### config.mk
export PLATFORM = sky130hd
export DESIGN_NAME = ahb_bus_arbiter
export DESIGN_NICKNAME = d
export VERILOG_FILES = /design/src/rtl/ahb_bus_arbiter_pkg.sv /design/src/rtl/ahb_rr_priority_picker.sv /design/src/rtl/ahb_bus_arbiter.sv
export SDC_FILE = /design/constraint.sdc
export NUM_CORES = 1
export LEC_CHECK = 0
export BUFFER_PORTS_ARGS = -buffer_cell sky130_fd_sc_hd__buf_2
export CORE_MARGIN = 5
export CORE_UTILIZATION = 55
export CTS_BUF_LIST = sky130_fd_sc_hd__clkbuf_8
export CTS_CLUSTER_SIZE = 20
export DETAILED_ROUTE_END_ITERATION = 7
export PLACE_DENSITY = 0.88
export SLEW_MARGIN = 20
export SYNTH_ARGS = -nofsm -noshare
export SYNTH_HDL_FRONTEND = slang
export SYNTH_SLANG_ARGS = --single-unit
### constraint.sdc
create_clock -name hclk -period 2.5 [get_ports hclk]
set_clock_uncertainty 0.05 [all_clocks]
set_input_delay 0.125 -clock hclk [delete_from_list [all_inputs] [get_ports hclk]]
set_output_delay 0.125 -clock hclk [all_outputs]
set_load 0.05 [all_outputs]
### src/rtl/ahb_bus_arbiter_pkg.sv
// Shared AHB-Lite encodings and arbiter state type used by the bus arbiter slice.
// burstBeats() gives the number of beats after the NONSEQ for a fixed-length burst.
package ahb_bus_arbiter_pkg;

    typedef enum logic [1:0] {
        HTRANS_IDLE   = 2'b00,
        HTRANS_BUSY   = 2'b01,
        HTRANS_NONSEQ = 2'b10,
        HTRANS_SEQ    = 2'b11
    } ahbTransferEnum;

    typedef enum logic [2:0] {
        HBURST_SINGLE = 3'd0,
        HBURST_INCR   = 3'd1,
        HBURST_WRAP4  = 3'd2,
        HBURST_INCR4  = 3'd3,
        HBURST_WRAP8  = 3'd4,
        HBURST_INCR8  = 3'd5,
        HBURST_WRAP16 = 3'd6,
        HBURST_INCR16 = 3'd7
    } ahbBurstEnum;

    typedef enum logic [1:0] {
        ARB_IDLE   = 2'd0,
        ARB_OWNED  = 2'd1,
        ARB_BURST  = 2'd2,
        ARB_LOCKED = 2'd3
    } ahbArbStateEnum;

    localparam int BEAT_W = 5;

    // Undefined-length INCR counts like SINGLE: every beat is an arbitration point.
    function automatic logic [BEAT_W-1:0] burstBeats(input ahbBurstEnum burst);
        case (burst)
            HBURST_WRAP4,  HBURST_INCR4:  return 5'd3;
            HBURST_WRAP8,  HBURST_INCR8:  return 5'd7;
            HBURST_WRAP16, HBURST_INCR16: return 5'd15;
            default:                      return 5'd0;
        endcase
    endfunction

endpackage

### src/rtl/ahb_rr_priority_picker.sv
// Combinational round-robin find-first: searches req starting one above ptr,
// wrapping, and reports the first requester (ptr itself is checked last).
module ahb_rr_priority_picker #(
    parameter int NO_OF_MASTERS = 4,
    parameter int HMASTER_WIDTH = (NO_OF_MASTERS == 1) ? 1 : $clog2(NO_OF_MASTERS)
) (
    input  logic [NO_OF_MASTERS-1:0] req,
    input  logic [HMASTER_WIDTH-1:0] ptr,
    output logic                     valid,
    output logic [HMASTER_WIDTH-1:0] idx
);

    int cand;

    always_comb begin
        valid = 1'b0;
        idx   = '0;
        cand  = 0;
        for (int i = 1; i <= NO_OF_MASTERS; i++) begin
            cand = (int'(ptr) + i) % NO_OF_MASTERS;
            if (!valid && req[cand[HMASTER_WIDTH-1:0]]) begin
                valid = 1'b1;
                idx   = cand[HMASTER_WIDTH-1:0];
            end
        end
    end

endmodule

### src/rtl/ahb_bus_arbiter.sv
// Round-robin AHB-Lite arbiter: owns hgrant, the address-phase owner (hmaster)
// and the data-phase owner (hmasterData); never splits fixed bursts or locked sequences.
module ahb_bus_arbiter
    import ahb_bus_arbiter_pkg::*;
#(
    parameter int NO_OF_MASTERS  = 4,
    parameter int HMASTER_WIDTH  = (NO_OF_MASTERS == 1) ? 1 : $clog2(NO_OF_MASTERS),
    parameter int DEFAULT_MASTER = 0
) (
    input  logic                     hclk,
    input  logic                     hreset,
    input  logic [NO_OF_MASTERS-1:0] hbusreq,
    input  logic [NO_OF_MASTERS-1:0] hlock,
    input  ahbTransferEnum           htrans,
    input  ahbBurstEnum              hburst,
    input  logic                     hready,
    output logic [NO_OF_MASTERS-1:0] hgrant,
    output logic [HMASTER_WIDTH-1:0] hmaster,
    output logic [HMASTER_WIDTH-1:0] hmasterData,
    output logic                     hmastlock
);

    localparam logic [HMASTER_WIDTH-1:0] DEF_IDX   = HMASTER_WIDTH'(DEFAULT_MASTER);
    localparam logic [NO_OF_MASTERS-1:0] DEF_GRANT = NO_OF_MASTERS'(1) << DEFAULT_MASTER;

    ahbArbStateEnum           state_q, state_d;
    logic [BEAT_W-1:0]        beats_q, beats_d;
    logic [HMASTER_WIDTH-1:0] rr_q, rr_d;
    logic [HMASTER_WIDTH-1:0] owner_q, owner_d;
    logic                     accepted, arb_point, hold_lock;
    logic                     pick_valid;
    logic [HMASTER_WIDTH-1:0] pick_idx;

    ahb_rr_priority_picker #(
        .NO_OF_MASTERS(NO_OF_MASTERS),
        .HMASTER_WIDTH(HMASTER_WIDTH)
    ) u_picker (
        .req  (hbusreq),
        .ptr  (rr_q),
        .valid(pick_valid),
        .idx  (pick_idx)
    );

    // Remaining-beat count after this edge; hready=0 leaves it untouched.
    always_comb begin
        beats_d = beats_q;
        if (hready) begin
            case (htrans)
                HTRANS_NONSEQ: beats_d = burstBeats(hburst);
                HTRANS_SEQ:    beats_d = (beats_q == '0) ? '0 : beats_q - 1'b1;
                HTRANS_BUSY:   beats_d = beats_q;
                default:       beats_d = '0;
            endcase
        end
    end

    assign accepted  = hready && (htrans == HTRANS_NONSEQ || htrans == HTRANS_SEQ);
    assign arb_point = hready && (htrans == HTRANS_IDLE || (accepted && beats_d == '0));
    assign hold_lock = hlock[owner_q] && hbusreq[owner_q];

    always_ff @(posedge hclk) begin
        if (hreset) begin
            state_q <= ARB_IDLE;
        end else if (hready) begin
            state_q <= state_d;
        end
    end

    always_comb begin
        state_d = state_q;
        if (arb_point) begin
            if (hold_lock)       state_d = ARB_LOCKED;
            else if (pick_valid) state_d = ARB_OWNED;
            else                 state_d = ARB_IDLE;
        end else if (beats_d != '0 && state_q != ARB_LOCKED) begin
            state_d = ARB_BURST;
        end
    end

    // Grant selection: a locked owner that still requests keeps the bus.
    always_comb begin
        owner_d = owner_q;
        rr_d    = rr_q;
        if (arb_point && !hold_lock) begin
            if (pick_valid) begin
                owner_d = pick_idx;
                rr_d    = pick_idx;
            end else begin
                owner_d = DEF_IDX;
            end
        end
    end

    // hmaster trails the grant by one accepted cycle, hmasterData trails hmaster.
    always_ff @(posedge hclk) begin
        if (hreset) begin
            beats_q     <= '0;
            rr_q        <= DEF_IDX;
            owner_q     <= DEF_IDX;
            hgrant      <= DEF_GRANT;
            hmaster     <= DEF_IDX;
            hmasterData <= DEF_IDX;
            hmastlock   <= 1'b0;
        end else if (hready) begin
            beats_q     <= beats_d;
            rr_q        <= rr_d;
            owner_q     <= owner_d;
            hgrant      <= NO_OF_MASTERS'(1) << owner_d;
            hmaster     <= owner_q;
            hmasterData <= hmaster;
            hmastlock   <= hlock[owner_q];
        end
    end

endmodule

## Word level (Yosys, flattened, before mapping)

Cells that the tools add are included.

- Bits in read-only memories: 0
- Memory bits (writable): 0
- Register bits: 18
- Latch bits: 0
- Word-level logic and storage cells: 74
- Memories kept: 0

- Shifts and indexed selects: 1
- Divide/modulo/power cells: 0
- Bitwise logic cells: 0
- Multipliers: 0
- Add/subtract/negate cells: 5
- Order comparisons: 5
- Multiplexer cells: 26
- Equal/unequal tests: 9
- Reduce and logical (&&, ||, !) cells: 21

Operators with widths:

| cell | count |
|---|---|
| $lt A2 B3 Y1 const B | 5 |
| $pmux W5 S3 | 1 |
| $bmux W1 S2 | 6 |
| $eq A3 B3 Y1 const B | 4 |
| $mux W2 | 6 |
| $pmux W4 S3 | 1 |
| $logic_not A5 Y1 | 2 |
| $mux W1 | 10 |
| $mux W5 | 2 |
| $logic_and A1 B1 Y1 | 8 |
| $eq A3 B2 Y1 const B | 2 |
| $reduce_or A2 Y1 | 3 |
| $sub A5 B1 Y5 const B | 1 |
| $add A2 B1 Y2 const B | 2 |
| $add A2 B2 Y2 const B | 2 |
| $eq A2 B2 Y1 const B | 2 |
| $logic_not A1 Y1 | 4 |
| $shl A1 B2 Y4 const A | 1 |
| $reduce_and A3 Y1 | 1 |
| $eq A2 B1 Y1 const B | 1 |
| $logic_not A2 Y1 | 1 |
| $logic_or A1 B1 Y1 | 2 |

## Logic depth before layout (Yosys ltp)

- Depth in word-level cells: 16
- Depth in mapped cells: 9
- Mapped depth without buffers: 9

## Hierarchy

A second synthesis with hierarchy kept.

- Cells, all modules: 149
- Area, all modules: 1,333.8 sq um

By module, submodules not included:

| module | cells each | area each (sq um) | instances | seq. area each (sq um) |
|---|---|---|---|---|
| ahb_bus_arbiter | 135 | 1,242.4 | 1 | 360.3 |
| ahb_rr_priority_picker | 14 | 91.3 | 1 | 0.0 |

## Least setup slack after synthesis

OpenSTA, ideal clock, no wires.

- Kind: register to register
- Start: register beats_q[0]
- End: register hgrant[2]
- Path slack: 0.299 ns
- Required time: 2.384 ns
- Path buffers: 0
- Arrival: 2.085 ns
- Cell stages (with the launch flop): 10
- Library setup time: 0.066 ns
- Path through: dfxtp_1 inv_1 ha_1 nor4b_2 o311ai_0 a21oi_1 and4_4 or3b_4 o2bb2ai_1 a21oi_2

- Word-level cells in the longest chain between the ends: 11
- Elaborated cells on any way between the ends: 12

RTL lines:

| element | line | source |
|---|---|---|
| start: declaration | ahb_bus_arbiter.sv:27 | `logic [BEAT_W-1:0] beats_q, beats_d;` |
| start signal: assignment | ahb_bus_arbiter.sv:105 | `beats_q <= beats_d;` |
| $sub A5 B1 Y5 or $logic_not A5 Y1 (tied branches) | ahb_bus_arbiter.sv:50 | `HTRANS_SEQ: beats_d = (beats_q == '0) ? '0 : beats_q - 1'b1;` |
| $mux W5 | ahb_bus_arbiter.sv:50 |  |
| $pmux W5 S3 | ahb_bus_arbiter.sv:48 | `case (htrans)` |
| $mux W5 (*) | ahb_bus_arbiter.sv:47 | `if (hready) begin` |
| $logic_not A5 Y1 (*) | ahb_bus_arbiter.sv:58 | `assign arb_point = hready && (htrans == HTRANS_IDLE \|\| (accepted && beats_d == '0));` |
| $logic_and A1 B1 Y1 (*) | ahb_bus_arbiter.sv:58 |  |
| $logic_or A1 B1 Y1 (*) | ahb_bus_arbiter.sv:58 |  |
| $logic_and A1 B1 Y1 (*) | ahb_bus_arbiter.sv:58 |  |
| $logic_and A1 B1 Y1 (*) | ahb_bus_arbiter.sv:84 | `if (arb_point && !hold_lock) begin` |
| $mux W2 (*) | ahb_bus_arbiter.sv:84 |  |
| $shl A1 B2 Y4 (*) | ahb_bus_arbiter.sv:108 | `hgrant <= NO_OF_MASTERS'(1) << owner_d;` |
| end signal: assignment | ahb_bus_arbiter.sv:108 |  |
| end: declaration | ahb_bus_arbiter.sv:17 | `output logic [NO_OF_MASTERS-1:0] hgrant,` |

Mark *: on every way between the ends. The rest lies on a longest branch, timed or not.
A chain may end at the register's enable or synchronous reset.

## Worst setup path in the final report

Ends and elaborated chain as after synthesis.

==> results.cfg <==
[synth]
syn_avg_cell_area_um2 = 8.87
yosys_warnings = 0
synthesis.nets = 144
ys_seq_elements = 18
synth_cells = 127
syn_area_um2 = 1130
ys_types = 49
ys_seq_area_share_pct = 32.0

[place]
gp_congestion = 0.879
pre_cts_ws_ns = 0.0186
dp_hpwl_mm = 2.10
place_inst = 173
io_buffers = 23
dpl_cell_area_um2 = 1230

[clock_network]
hold_buffers = 0
cts_setup_buffers = 0
clockBufferDepth = 2
cts-root-buf = clkbuf_8
cts_tree = done
path_clk_slew_ns = 0.07
clock_latency_ns = 0.26
htree_levels = 1
cts_sinks = 18
cts_buffers = 3

[sta]
hold_viol_final = 0
clock.fmax_mhz = 419
rsz0062_at_grt = no
maxSlewHeadroom_pct = 69.1
finalCritPeriodShare_pct = 95.5
fin_hold_ws_ns = 0.156
fin_crit_ns = 2.39
worst_slack_ns = 0.113
setup_viol_count_final = 0
worst_slew_pin_slew_ns = 0.457
setup_tns_ns = 0
slew_violations = 0

[final_layout]
num-nets-final = 168
regArea_um2 = 360
drive_gt1_share_pct = 31.5
diodes = 0
final_util_pct = 67.0
multi_input_comb_area_um2 = 718
fillCellCount = 177
syn2layout_area_growth_pct = 16.7
fin_area_um2 = 1310
final_cells = 176

[pwr]
p_int_uw = 484
p_sw_share_pct = 32.6
switchingPower_uw = 234
combPwrFrac_pct = 26.8
clockPowerShare_pct = 28.9
power_uw = 718
seqPwrFrac_pct = 44.3
p_per_area_nw_per_um2 = 547
ir_worst_vdd_v = 0.000510
cellLeakagePower_nw = 0.564

[drt]
num_vias = 1117
drc = 0
drtPass1Iterations = 4
viasPerCell = 6.35
ant_nets = 0
drt_wl_total_mm = 2.92
dr.first_iter.drc_count = 58
routedWlPerCell_um = 16.6

[grt]
grt_max_degree = 23
grtUsageTotal_pct = 19.1
overflow = 0
antenna_found_initial = 0
grt_pass1_vias = 1112
grt_pass1_wl_mm = 4.77

[floorplanning]
die-width_um = 55.3
die_h_um = 55.3
initial_utilization_pct = 57.4
die_area_um2 = 3050
rows = 16
ios = 25
core-area_um2 = 1960

[hold_path]
hp-class = in2reg

[setup_path]
cp-start-kind = register
cp_cell_sequence = buf_4 -> or4_1 -> a211oi_2 -> a221oi_2 -> and4_4 -> or3b_4 -> o2bb2ai_1 -> a21oi_2
cpPeakStageDelay_ns = 0.54
critPathSlowestCell = or4_1
crit_arrival_ns = 2.54
critPathMaxFanout = 5
crit_required_ns = 2.65
timing_worst_setup_path_type = reg2reg
path_delay_family = simple AND/OR/NAND/NOR gates
worst-path-buf-inv = 1
worst_setup_path_end_kind = register

[outcome]
status = finished clean

[run]
drv_cap = 0
[cells in the mapped netlist, drive strengths merged]
cell type | instances | area share (%)
or4 | 1 | 0.67
and3 | 1 | 0.67
and4b | 2 | 1.8
a32oi | 1 | 0.78
or3b | 1 | 1.0
or2b | 1 | 0.67
o211ai | 1 | 0.67
o31ai | 3 | 3.2
a21oi | 9 | 4.3
a211oi | 2 | 2.2
mux4 | 2 | 4.0
nand4b | 1 | 0.78
o221ai | 2 | 1.6
nand2b | 1 | 0.56
o21ai | 8 | 3.9
o21bai | 1 | 0.67
nor2b | 2 | 1.1
and4 | 1 | 1.0
nand4 | 1 | 0.56
buf | 3 | 2.7
o311ai | 1 | 0.78
o21a | 2 | 1.3
a211o | 1 | 0.89
dfxtp | 18 | 32
inv | 8 | 2.7
clkbuf | 2 | 1.9
o211a | 1 | 0.89
a21boi | 3 | 2.0
nand3 | 2 | 0.89
nor3 | 3 | 1.8
nand2 | 11 | 3.9
clkdlybuf4s50 | 1 | 1.0
nor4 | 2 | 1.1
nor2 | 17 | 5.7
a221oi | 2 | 2.1
ha | 1 | 1.1
o2bb2ai | 1 | 0.78
nor3b | 1 | 0.67
mux2i | 5 | 4.4
nor4b | 1 | 1.3
[layout by cell type, fill, tap and decap left out, types with 2 or more instances in the layout]
cell and count:
o31ai_1 2, nor2b_1 2, nand2_1 10, buf_2 23, o221ai_1 2, o21ai_0 7
buf_4 2, nor4_1 2, clkbuf_8 3, mux2i_1 5, nand3_1 2, inv_1 8
a21oi_1 8, nor2_1 17, mux4_2 2, o21a_1 2, dfxtp_1 18
[worst register-to-register path: cells and delay by family, from the launching register on]
family                 cells  cell delay [ns]
AOI/OAI and AO/OA          4             0.64
buffers and inverters      1             0.15
DFF                        1             0.31
and+or+nand+nor            3             1.18
[layer usage]
metal  track usage (%)  share of wire [%]  up-vias
met5                 0                  0        -
met4              10.8                4.9        0
met3              4.43                7.6       23
met2              33.6                 49       69
met1              20.7                 38      514
li1                  -                  -      511
[cell type report]
type	instances	share of cell area (%)
timing repair buffer	25	9.90
sequential	18	27.4
tap	27	2.57
multi-input combinational	95	54.7
clock buffer	3	3.14
inverter	8	2.29
[registers in the layout, indices dropped and copies added, names as in the netlist]
register and cells:
rr_q 2, hmaster 2, beats_q 5, hgrant 4
owner_q 2, hmasterData 2, hmastlock 1
[final timing paths]
check / slack, ns / depth (start not counted) / startpoint / end
setup / recovery: 0.11 / 8 / beats_q[0]$_SDFFE_PP0P_ / hgrant[2]$_SDFFE_PP0P_
hold / removal: 0.16 / 3 / hburst[1] / beats_q[3]$_SDFFE_PP0P_
setup reg to reg: 0.11 / 8 / beats_q[0]$_SDFFE_PP0P_ / hgrant[2]$_SDFFE_PP0P_
hold reg to reg: 0.43 / 2 / hgrant[2]$_SDFFE_PP0P_ / hgrant[2]$_SDFFE_PP0P_
[cell families after synthesis]
family,after synthesis,share of synthesized area (%)
fa+ha+maj,1,1.11
mux,7,8.44
flops,18,32.0
buf+inv,14,8.22
compound gates,38,26.1
simple gates,49,24.1
[repair_timing]
action	CTS	global route
gates cloned	0	0
endpoints found under the hold margin	0	0
pin swaps	0	3
setup endpoints to repair	3	3
resized for setup	2	7
[power by group through the flow]
stage	clock network, mW	registers [mW]	logic [mW]
2_1_floorplan	0	0.349	0.110
3_3_place_gp	0	0.322	0.168
3_5_place_dp	0	0.324	0.175
4_1_cts	0.202	0.318	0.180
5_1_grt	0.221	0.320	0.206
6_report	0.208	0.318	0.192
(Power assumes the default switching activity.)
